File: src/rtl/clock_ratio_detector_if.sv
// Signal bundle between a divided-clock source and the ratio detector.
// The detector sits on the slave side: it samples clk_div and reports the
// measured half-period, lock status and event pulses back to the master.
// state_dbg mirrors the detector FSM so checkers can observe it directly.
`timescale 1ns/1ps
interface clock_ratio_detector_if #(
    parameter int CNT_W = 16
);
    logic             clk_div;
    logic [CNT_W-1:0] half_period;
    logic [CNT_W:0]   period;
    logic             meas_valid;
    logic             locked;
    logic             lock_lost;
    logic             timeout;
    logic [1:0]       state_dbg;

    modport master (
        output clk_div,
        input  half_period, period, meas_valid, locked, lock_lost, timeout,
        input  state_dbg
    );

    modport slave (
        input  clk_div,
        output half_period, period, meas_valid, locked, lock_lost, timeout,
        output state_dbg
    );
endinterface

File: src/rtl/clock_ratio_detector.sv
// Measures the clk-cycle count between consecutive clk_div transitions
// (either polarity) and declares lock after MATCH_COUNT identical
// measurements. Lock drops with a lock_lost pulse on a ratio change or a
// stall longer than TIMEOUT cycles.
//
// Event semantics: meas_valid, lock_lost and timeout are registered
// single-cycle pulses; half_period/period change only in the cycle meas_valid
// is high and otherwise hold their last value.
`timescale 1ns/1ps
module clock_ratio_detector #(
    parameter int CNT_W       = 16,
    parameter int MATCH_COUNT = 4,
    parameter int TIMEOUT     = 1000
) (
    input logic                   clk,
    input logic                   rst_n,
    clock_ratio_detector_if.slave bus
);

    typedef enum logic [1:0] {
        IDLE    = 2'd0,
        MEASURE = 2'd1,
        LOCKED  = 2'd2
    } state_t;

    localparam logic [7:0]       MATCH_TGT = 8'(MATCH_COUNT);
    localparam logic [CNT_W-1:0] TO_VAL    = CNT_W'(TIMEOUT);
    localparam logic [CNT_W-1:0] CNT_MAX   = '1;
    localparam logic [CNT_W-1:0] CNT_ONE   = CNT_W'(1);

    state_t           state, state_n;
    logic             s1, s2, s3;
    logic             edge_det;
    logic [CNT_W-1:0] cnt, cnt_n, cnt_inc;
    logic [7:0]       match_cnt, match_n, match_upd;
    logic [CNT_W-1:0] half_q, half_n;
    logic [CNT_W:0]   period_q, period_n;
    logic             locked_q, locked_n;
    logic             mv_q, mv_n;
    logic             ll_q, ll_n;
    logic             to_q, to_n;

    // Three-flop chain: two for metastability, the third to detect a change.
    always_ff @(posedge clk or negedge rst_n) begin
        if (!rst_n) begin
            s1 <= 1'b0;
            s2 <= 1'b0;
            s3 <= 1'b0;
        end else begin
            s1 <= bus.clk_div;
            s2 <= s1;
            s3 <= s2;
        end
    end

    assign edge_det = s2 ^ s3;
    // Saturate rather than wrap so a very slow source never reads as short.
    assign cnt_inc  = (cnt == CNT_MAX) ? cnt : cnt + CNT_ONE;

    // Next-state and next-output logic for the measurement FSM.
    always_comb begin
        state_n   = state;
        cnt_n     = cnt;
        match_n   = match_cnt;
        match_upd = 8'd1;
        half_n    = half_q;
        period_n  = period_q;
        locked_n  = locked_q;
        mv_n      = 1'b0;
        ll_n      = 1'b0;
        to_n      = 1'b0;
        case (state)
            IDLE: begin
                // First transition only arms the counter; no reference yet.
                if (edge_det) begin
                    cnt_n   = CNT_ONE;
                    state_n = MEASURE;
                end else begin
                    cnt_n = '0;
                end
            end
            MEASURE: begin
                if (edge_det) begin
                    cnt_n    = CNT_ONE;
                    half_n   = cnt;
                    period_n = {cnt, 1'b0};
                    mv_n     = 1'b1;
                    // match_cnt == 0 means the stored half_period is stale
                    // (pre-timeout), so it must not count as a match.
                    if (cnt == half_q && match_cnt != 8'd0) begin
                        match_upd = 8'(match_cnt + 8'd1);
                    end
                    match_n = match_upd;
                    if (match_upd >= MATCH_TGT) begin
                        state_n  = LOCKED;
                        locked_n = 1'b1;
                    end
                end else if (cnt == TO_VAL) begin
                    to_n    = 1'b1;
                    state_n = IDLE;
                    cnt_n   = '0;
                    match_n = 8'd0;
                end else begin
                    cnt_n = cnt_inc;
                end
            end
            LOCKED: begin
                if (edge_det) begin
                    cnt_n    = CNT_ONE;
                    half_n   = cnt;
                    period_n = {cnt, 1'b0};
                    mv_n     = 1'b1;
                    if (cnt != half_q) begin
                        locked_n = 1'b0;
                        ll_n     = 1'b1;
                        match_n  = 8'd1;
                        state_n  = MEASURE;
                    end
                end else if (cnt == TO_VAL) begin
                    to_n     = 1'b1;
                    ll_n     = 1'b1;
                    locked_n = 1'b0;
                    state_n  = IDLE;
                    cnt_n    = '0;
                    match_n  = 8'd0;
                end else begin
                    cnt_n = cnt_inc;
                end
            end
            default: begin
                state_n  = IDLE;
                cnt_n    = '0;
                match_n  = 8'd0;
                locked_n = 1'b0;
            end
        endcase
    end

    // State and output registers.
    always_ff @(posedge clk or negedge rst_n) begin
        if (!rst_n) begin
            state     <= IDLE;
            cnt       <= '0;
            match_cnt <= 8'd0;
            half_q    <= '0;
            period_q  <= '0;
            locked_q  <= 1'b0;
            mv_q      <= 1'b0;
            ll_q      <= 1'b0;
            to_q      <= 1'b0;
        end else begin
            state     <= state_n;
            cnt       <= cnt_n;
            match_cnt <= match_n;
            half_q    <= half_n;
            period_q  <= period_n;
            locked_q  <= locked_n;
            mv_q      <= mv_n;
            ll_q      <= ll_n;
            to_q      <= to_n;
        end
    end

    assign bus.half_period = half_q;
    assign bus.period      = period_q;
    assign bus.meas_valid  = mv_q;
    assign bus.locked      = locked_q;
    assign bus.lock_lost   = ll_q;
    assign bus.timeout     = to_q;
    assign bus.state_dbg   = state;

endmodule

File: src/flat_wrapper.sv
// flat-port wrapper written by rule: the top's interface ports become plain ports
module clock_ratio_detector_flat 
#(
    parameter int CNT_W       = 16,
    parameter int MATCH_COUNT = 4,
    parameter int TIMEOUT     = 1000
)
  (clk, rst_n, bus_clk_div, bus_half_period, bus_period, bus_meas_valid, bus_locked, bus_lock_lost, bus_timeout, bus_state_dbg);
  clock_ratio_detector_if #(.CNT_W(CNT_W)) bus_i ();
  input logic clk;
  input logic rst_n;
  input wire logic [$bits(bus_i.clk_div)-1:0] bus_clk_div;
  output wire logic [$bits(bus_i.half_period)-1:0] bus_half_period;
  output wire logic [$bits(bus_i.period)-1:0] bus_period;
  output wire logic [$bits(bus_i.meas_valid)-1:0] bus_meas_valid;
  output wire logic [$bits(bus_i.locked)-1:0] bus_locked;
  output wire logic [$bits(bus_i.lock_lost)-1:0] bus_lock_lost;
  output wire logic [$bits(bus_i.timeout)-1:0] bus_timeout;
  output wire logic [$bits(bus_i.state_dbg)-1:0] bus_state_dbg;
  assign bus_i.clk_div = bus_clk_div;
  assign bus_half_period = bus_i.half_period;
  assign bus_period = bus_i.period;
  assign bus_meas_valid = bus_i.meas_valid;
  assign bus_locked = bus_i.locked;
  assign bus_lock_lost = bus_i.lock_lost;
  assign bus_timeout = bus_i.timeout;
  assign bus_state_dbg = bus_i.state_dbg;
  clock_ratio_detector #(.CNT_W(CNT_W), .MATCH_COUNT(MATCH_COUNT), .TIMEOUT(TIMEOUT)) u_core (.clk(clk), .rst_n(rst_n), .bus(bus_i));
endmodule
File: config.mk
export PLATFORM = sky130hd
export DESIGN_NAME = clock_ratio_detector_flat
export DESIGN_NICKNAME = d
export VERILOG_FILES = /design/src/rtl/clock_ratio_detector_if.sv /design/src/rtl/clock_ratio_detector.sv /design/src/flat_wrapper.sv
export SDC_FILE = /design/constraint.sdc
export NUM_CORES = 1
export LEC_CHECK = 0
export ABC_AREA = 1
export CAP_MARGIN = 5
export CORE_MARGIN = 2
export CORE_UTILIZATION = 50
export DETAILED_ROUTE_END_ITERATION = 10
export DONT_BUFFER_PORTS = 1
export PLACE_DENSITY = 0.63
export RECOVER_POWER = 50
export SETUP_SLACK_MARGIN = 0.05
export SLEW_MARGIN = 20
export SYNTH_ARGS = -nofsm -noshare
export SYNTH_HDL_FRONTEND = slang
export SYNTH_SLANG_ARGS = --single-unit
File: constraint.sdc
create_clock -name clk -period 4.9 [get_ports clk]
set_clock_uncertainty 0.2 [all_clocks]
set_input_delay 0.245 -clock clk [delete_from_list [all_inputs] [get_ports clk]]
set_output_delay 0.245 -clock clk [all_outputs]
set_load 0.05 [all_outputs]
==> run_results.csv <==
group,metric,value,unit
global_routing,antenna_found_initial,0,
clock_tree,clock_latency,0.31,ns
yosys,synth_ff_type,"dfrtp_1",
floorplan,chipWidth,83.0,um
timing,hold_ws,0.165,ns
finish,finalInstanceArea,3170,um^2
yosys,synth_cell_type_count,34,
clock_tree,clock-root-buffer,"clkbuf_8",
worst_setup_path,regToRegSetupSlack,2.07,ns
worst_setup_path,cp_top_family,"buffers and inverters",
min_path,whs_path_depth,0,
yosys,async_flop_share,100,%
yosys,syn_area,3120,um^2
global_routing,grt.total_usage,20.8,%
timing,hold_viol_final,0,
worst_setup_path,cp_max_fo,49,
worst_setup_path,rr_endpoint,"u_core.match_cnt[5]",
yosys,synth-simple-area-share,29.3,%
global_routing,grt-ovfl-total,0,
detailed_routing,vias,2674,
yosys,yosys-mux-area-fraction,0,%
worst_setup_path,arrival,2.67,ns
min_path,hold_path.class,"flop to flop",
worst_setup_path,crit_slowest_cell,"clkbuf_1",
floorplan,rows,28,
power,power.density,425,nW/um^2
min_path,min_from,"u_core.s1",
floorplan,initial_utilization,52.0,%
detailed_routing,viasPerCell,5.39,
global_routing,use_met2,31.2,%
worst_setup_path,worst-path-stages,2,
min_path,hold_end,"u_core.s2",
detailed_routing,wire_per_inst,13.9,um
worst_setup_path,start_kind,"input pin",
clock_tree,postCtsSetupBuffers,0,
flow_run,cap_violations,1,
yosys,synth_top_family_by_area,"simple AND/OR/NAND/NOR gates",
detailed_routing,dr.first_iter.drc_count,184,
clock_tree,htreeDepth,2,
floorplan,fp.coreArea,5990,um^2
place,gp_congestion,0.894,
worst_setup_path,critPathMaxStageDelay,1.87,ns
run_status,violations,"max-capacitance violations, max-slew violations",
clock_tree,cts_hold_buf,3,
yosys,synth-seq-cells,49,
finish,layout.nets,431,
detailed_routing,drtPass1Iterations,5,
clock_tree,ctsResizeCount,0,
yosys,synth-edff-count,0,
run_status,status,"finished, violations left",
yosys,yosysSeqAreaShare,39.3,%
yosys,syn_area_per_cell,7.20,um^2
timing,slew_headroom,-74.8,%
yosys,synth-compound-area-share,12.1,%
global_routing,use_met3,3.98,%
timing,rsz0062_at_grt,"no",
yosys,synthCells,433,
clock_tree,tritoncts,"built",
finish,drive_above_1_share,5.70,%
detailed_routing,detail-route-antenna-nets,0,
finish,multiInputGateArea,1500,um^2
power,p_leak,1.48,nW
global_routing,grt_max_degree,50,
finish,final_cell_mix,"nand2_1 (113), inv_1 (62), dfrtp_1 (49)",
power,ir_drop,0.330,mV
finish,final_util,53.0,%
global_routing,grt_pass1_vias,2426,
worst_setup_path,critPathKind,"input pin to asynchronous set/reset pin",
timing,drv_slew,50,
yosys,synthAdderAreaFrac,3.21,%
timing,finalCritPeriodShare,61.3,%
finish,layout_commonest_cell,"nand2_1",
timing,fmax,333,MHz
worst_setup_path,critPathRequiredTime,4.57,ns
finish,regArea,1230,um^2
detailed_routing,drc,0,
floorplan,pin_count,42,
clock_tree,cts_buffers,5,
timing,worst_pin_slew,2.62,ns
worst_setup_path,reg2reg_from,"u_core.bus.half_period[3]",
detailed_routing,routed_wl,6.91,mm
global_routing,busiest_layer,"met1",
yosys,synth_xor_area_share,3.09,%
floorplan,die_h,83.0,um
clock_tree,clock_path_buffers,2,
worst_setup_path,ff2ff_path_depth,13,
clock_tree,clk_pin_slew_worst_paths,0.09,ns
yosys,synth_nets,444,
yosys,yosysWarnings,0,
timing,final.min_clock_period,3.00,ns
place,place_hpwl,5.00,mm
place,io_buffers,0,
worst_setup_path,crit_path_end_kind,"asynchronous set/reset pin",
finish,antennaDiodeCount,0,
global_routing,grt_pass1_wl,11.8,mm
clock_tree,clock_sinks,49,
finish,syn2layout_area_growth,1.81,%
global_routing,grt_use_met1,31.3,%
finish,fillers,578,
worst_setup_path,path_cells,"dlygate4sd3_1, clkbuf_1",
place,placedInstanceArea,3060,um^2
timing,setup_viol,0,
worst_setup_path,critical_path_buf_inv_count,2,
timing,setup_tns,0,ns
floorplan,dieArea,6880,um^2
-- flip-flops by register name, summed over array words and instances, names as in the netlist --
register and cells:
u_core.bus.state_dbg 2, u_core.bus.half_period 16, u_core.match_cnt 8, u_core.bus.meas_valid 1
u_core.s3 1, u_core.s1 1, u_core.s2 1, u_core.cnt 16
u_core.bus.lock_lost 1, u_core.bus.timeout 1, u_core.bus.locked 1
-- per-stage QoR --
stage	setup WS (ns)	total power, mW	instances
after floorplan	2.52	0.993	433
after CTS	1.83	1.36	496
after global placement	1.95	1.10	485
after global routing	1.17	1.46	496
final	1.90	1.35	496
after detailed placement	1.86	1.10	485
-- report_power, final --
| group | total (mW) | internal, mW | switching [mW] |
|---|---|---|---|
| registers | 0.603 | 0.450 | 0.152 |
| clock network | 0.237 | 0.0993 | 0.138 |
| logic | 0.508 | 0.152 | 0.357 |
| total | 1.35 | 0.701 | 0.647 |
-- worst max path at each step --
stage	start	to	slack, ns
floorplan	u_core.bus.state_dbg[0]	u_core.bus.half_period[0]	2.52
global placement	u_core.bus.state_dbg[0]	u_core.match_cnt[0]	1.95
detailed placement	u_core.bus.state_dbg[0]	u_core.match_cnt[0]	1.86
CTS	u_core.bus.state_dbg[0]	u_core.match_cnt[0]	1.83
global route	rst_n	u_core.bus.timeout	1.17
finish	rst_n	u_core.bus.half_period[2]	1.90
-- cell type report --
class | instances | share of cell area, %
Sequential cell | 49 | 38.6
Timing Repair Buffer | 3 | 0.749
Multi-Input combinational cell | 295 | 47.2
Tap cell | 75 | 2.96
Clock inverter | 2 | 0.315
Inverter | 66 | 7.84
Clock buffer | 6 | 2.29
-- per-layer routing --
layer,wire length (um),vias up
met5,0,-
met4,60,0
met3,374,7
met2,3040,82
met1,3430,1239
li1,-,1346
-- cell usage after synthesis, types with 5 or more instances --
| cell type | number | area share [%] |
|---|---|---|
| o211ai_1 | 5 | 1.2 |
| dfrtp_1 | 49 | 39 |
| nor3_1 | 14 | 2.2 |
| buf_4 | 17 | 4.1 |
| nor2_1 | 35 | 4.2 |
| o21ai_0 | 39 | 6.3 |
| ha_1 | 8 | 3.2 |
| nand4_1 | 11 | 2.2 |
| xor2_1 | 10 | 2.8 |
| nand2_1 | 113 | 14 |
| a21oi_1 | 13 | 2.1 |
| clkbuf_1 | 5 | 0.60 |
| inv_1 | 62 | 7.5 |
| nand3_1 | 21 | 3.4 |
| o22ai_1 | 6 | 1.2 |
-- cell families (layout without fill, tap and decap cells) --
| logic type | Yosys count | count (layout) |
|---|---|---|
| xor+xnor | 11 | 11 |
| flops | 49 | 49 |
| buf+inv | 89 | 77 |
| simple gates | 207 | 207 |
| compound gates | 68 | 68 |
| other cells | 1 | 1 |
| fa+ha+maj | 8 | 8 |
Note: power is estimated with default switching activity, not from simulation.
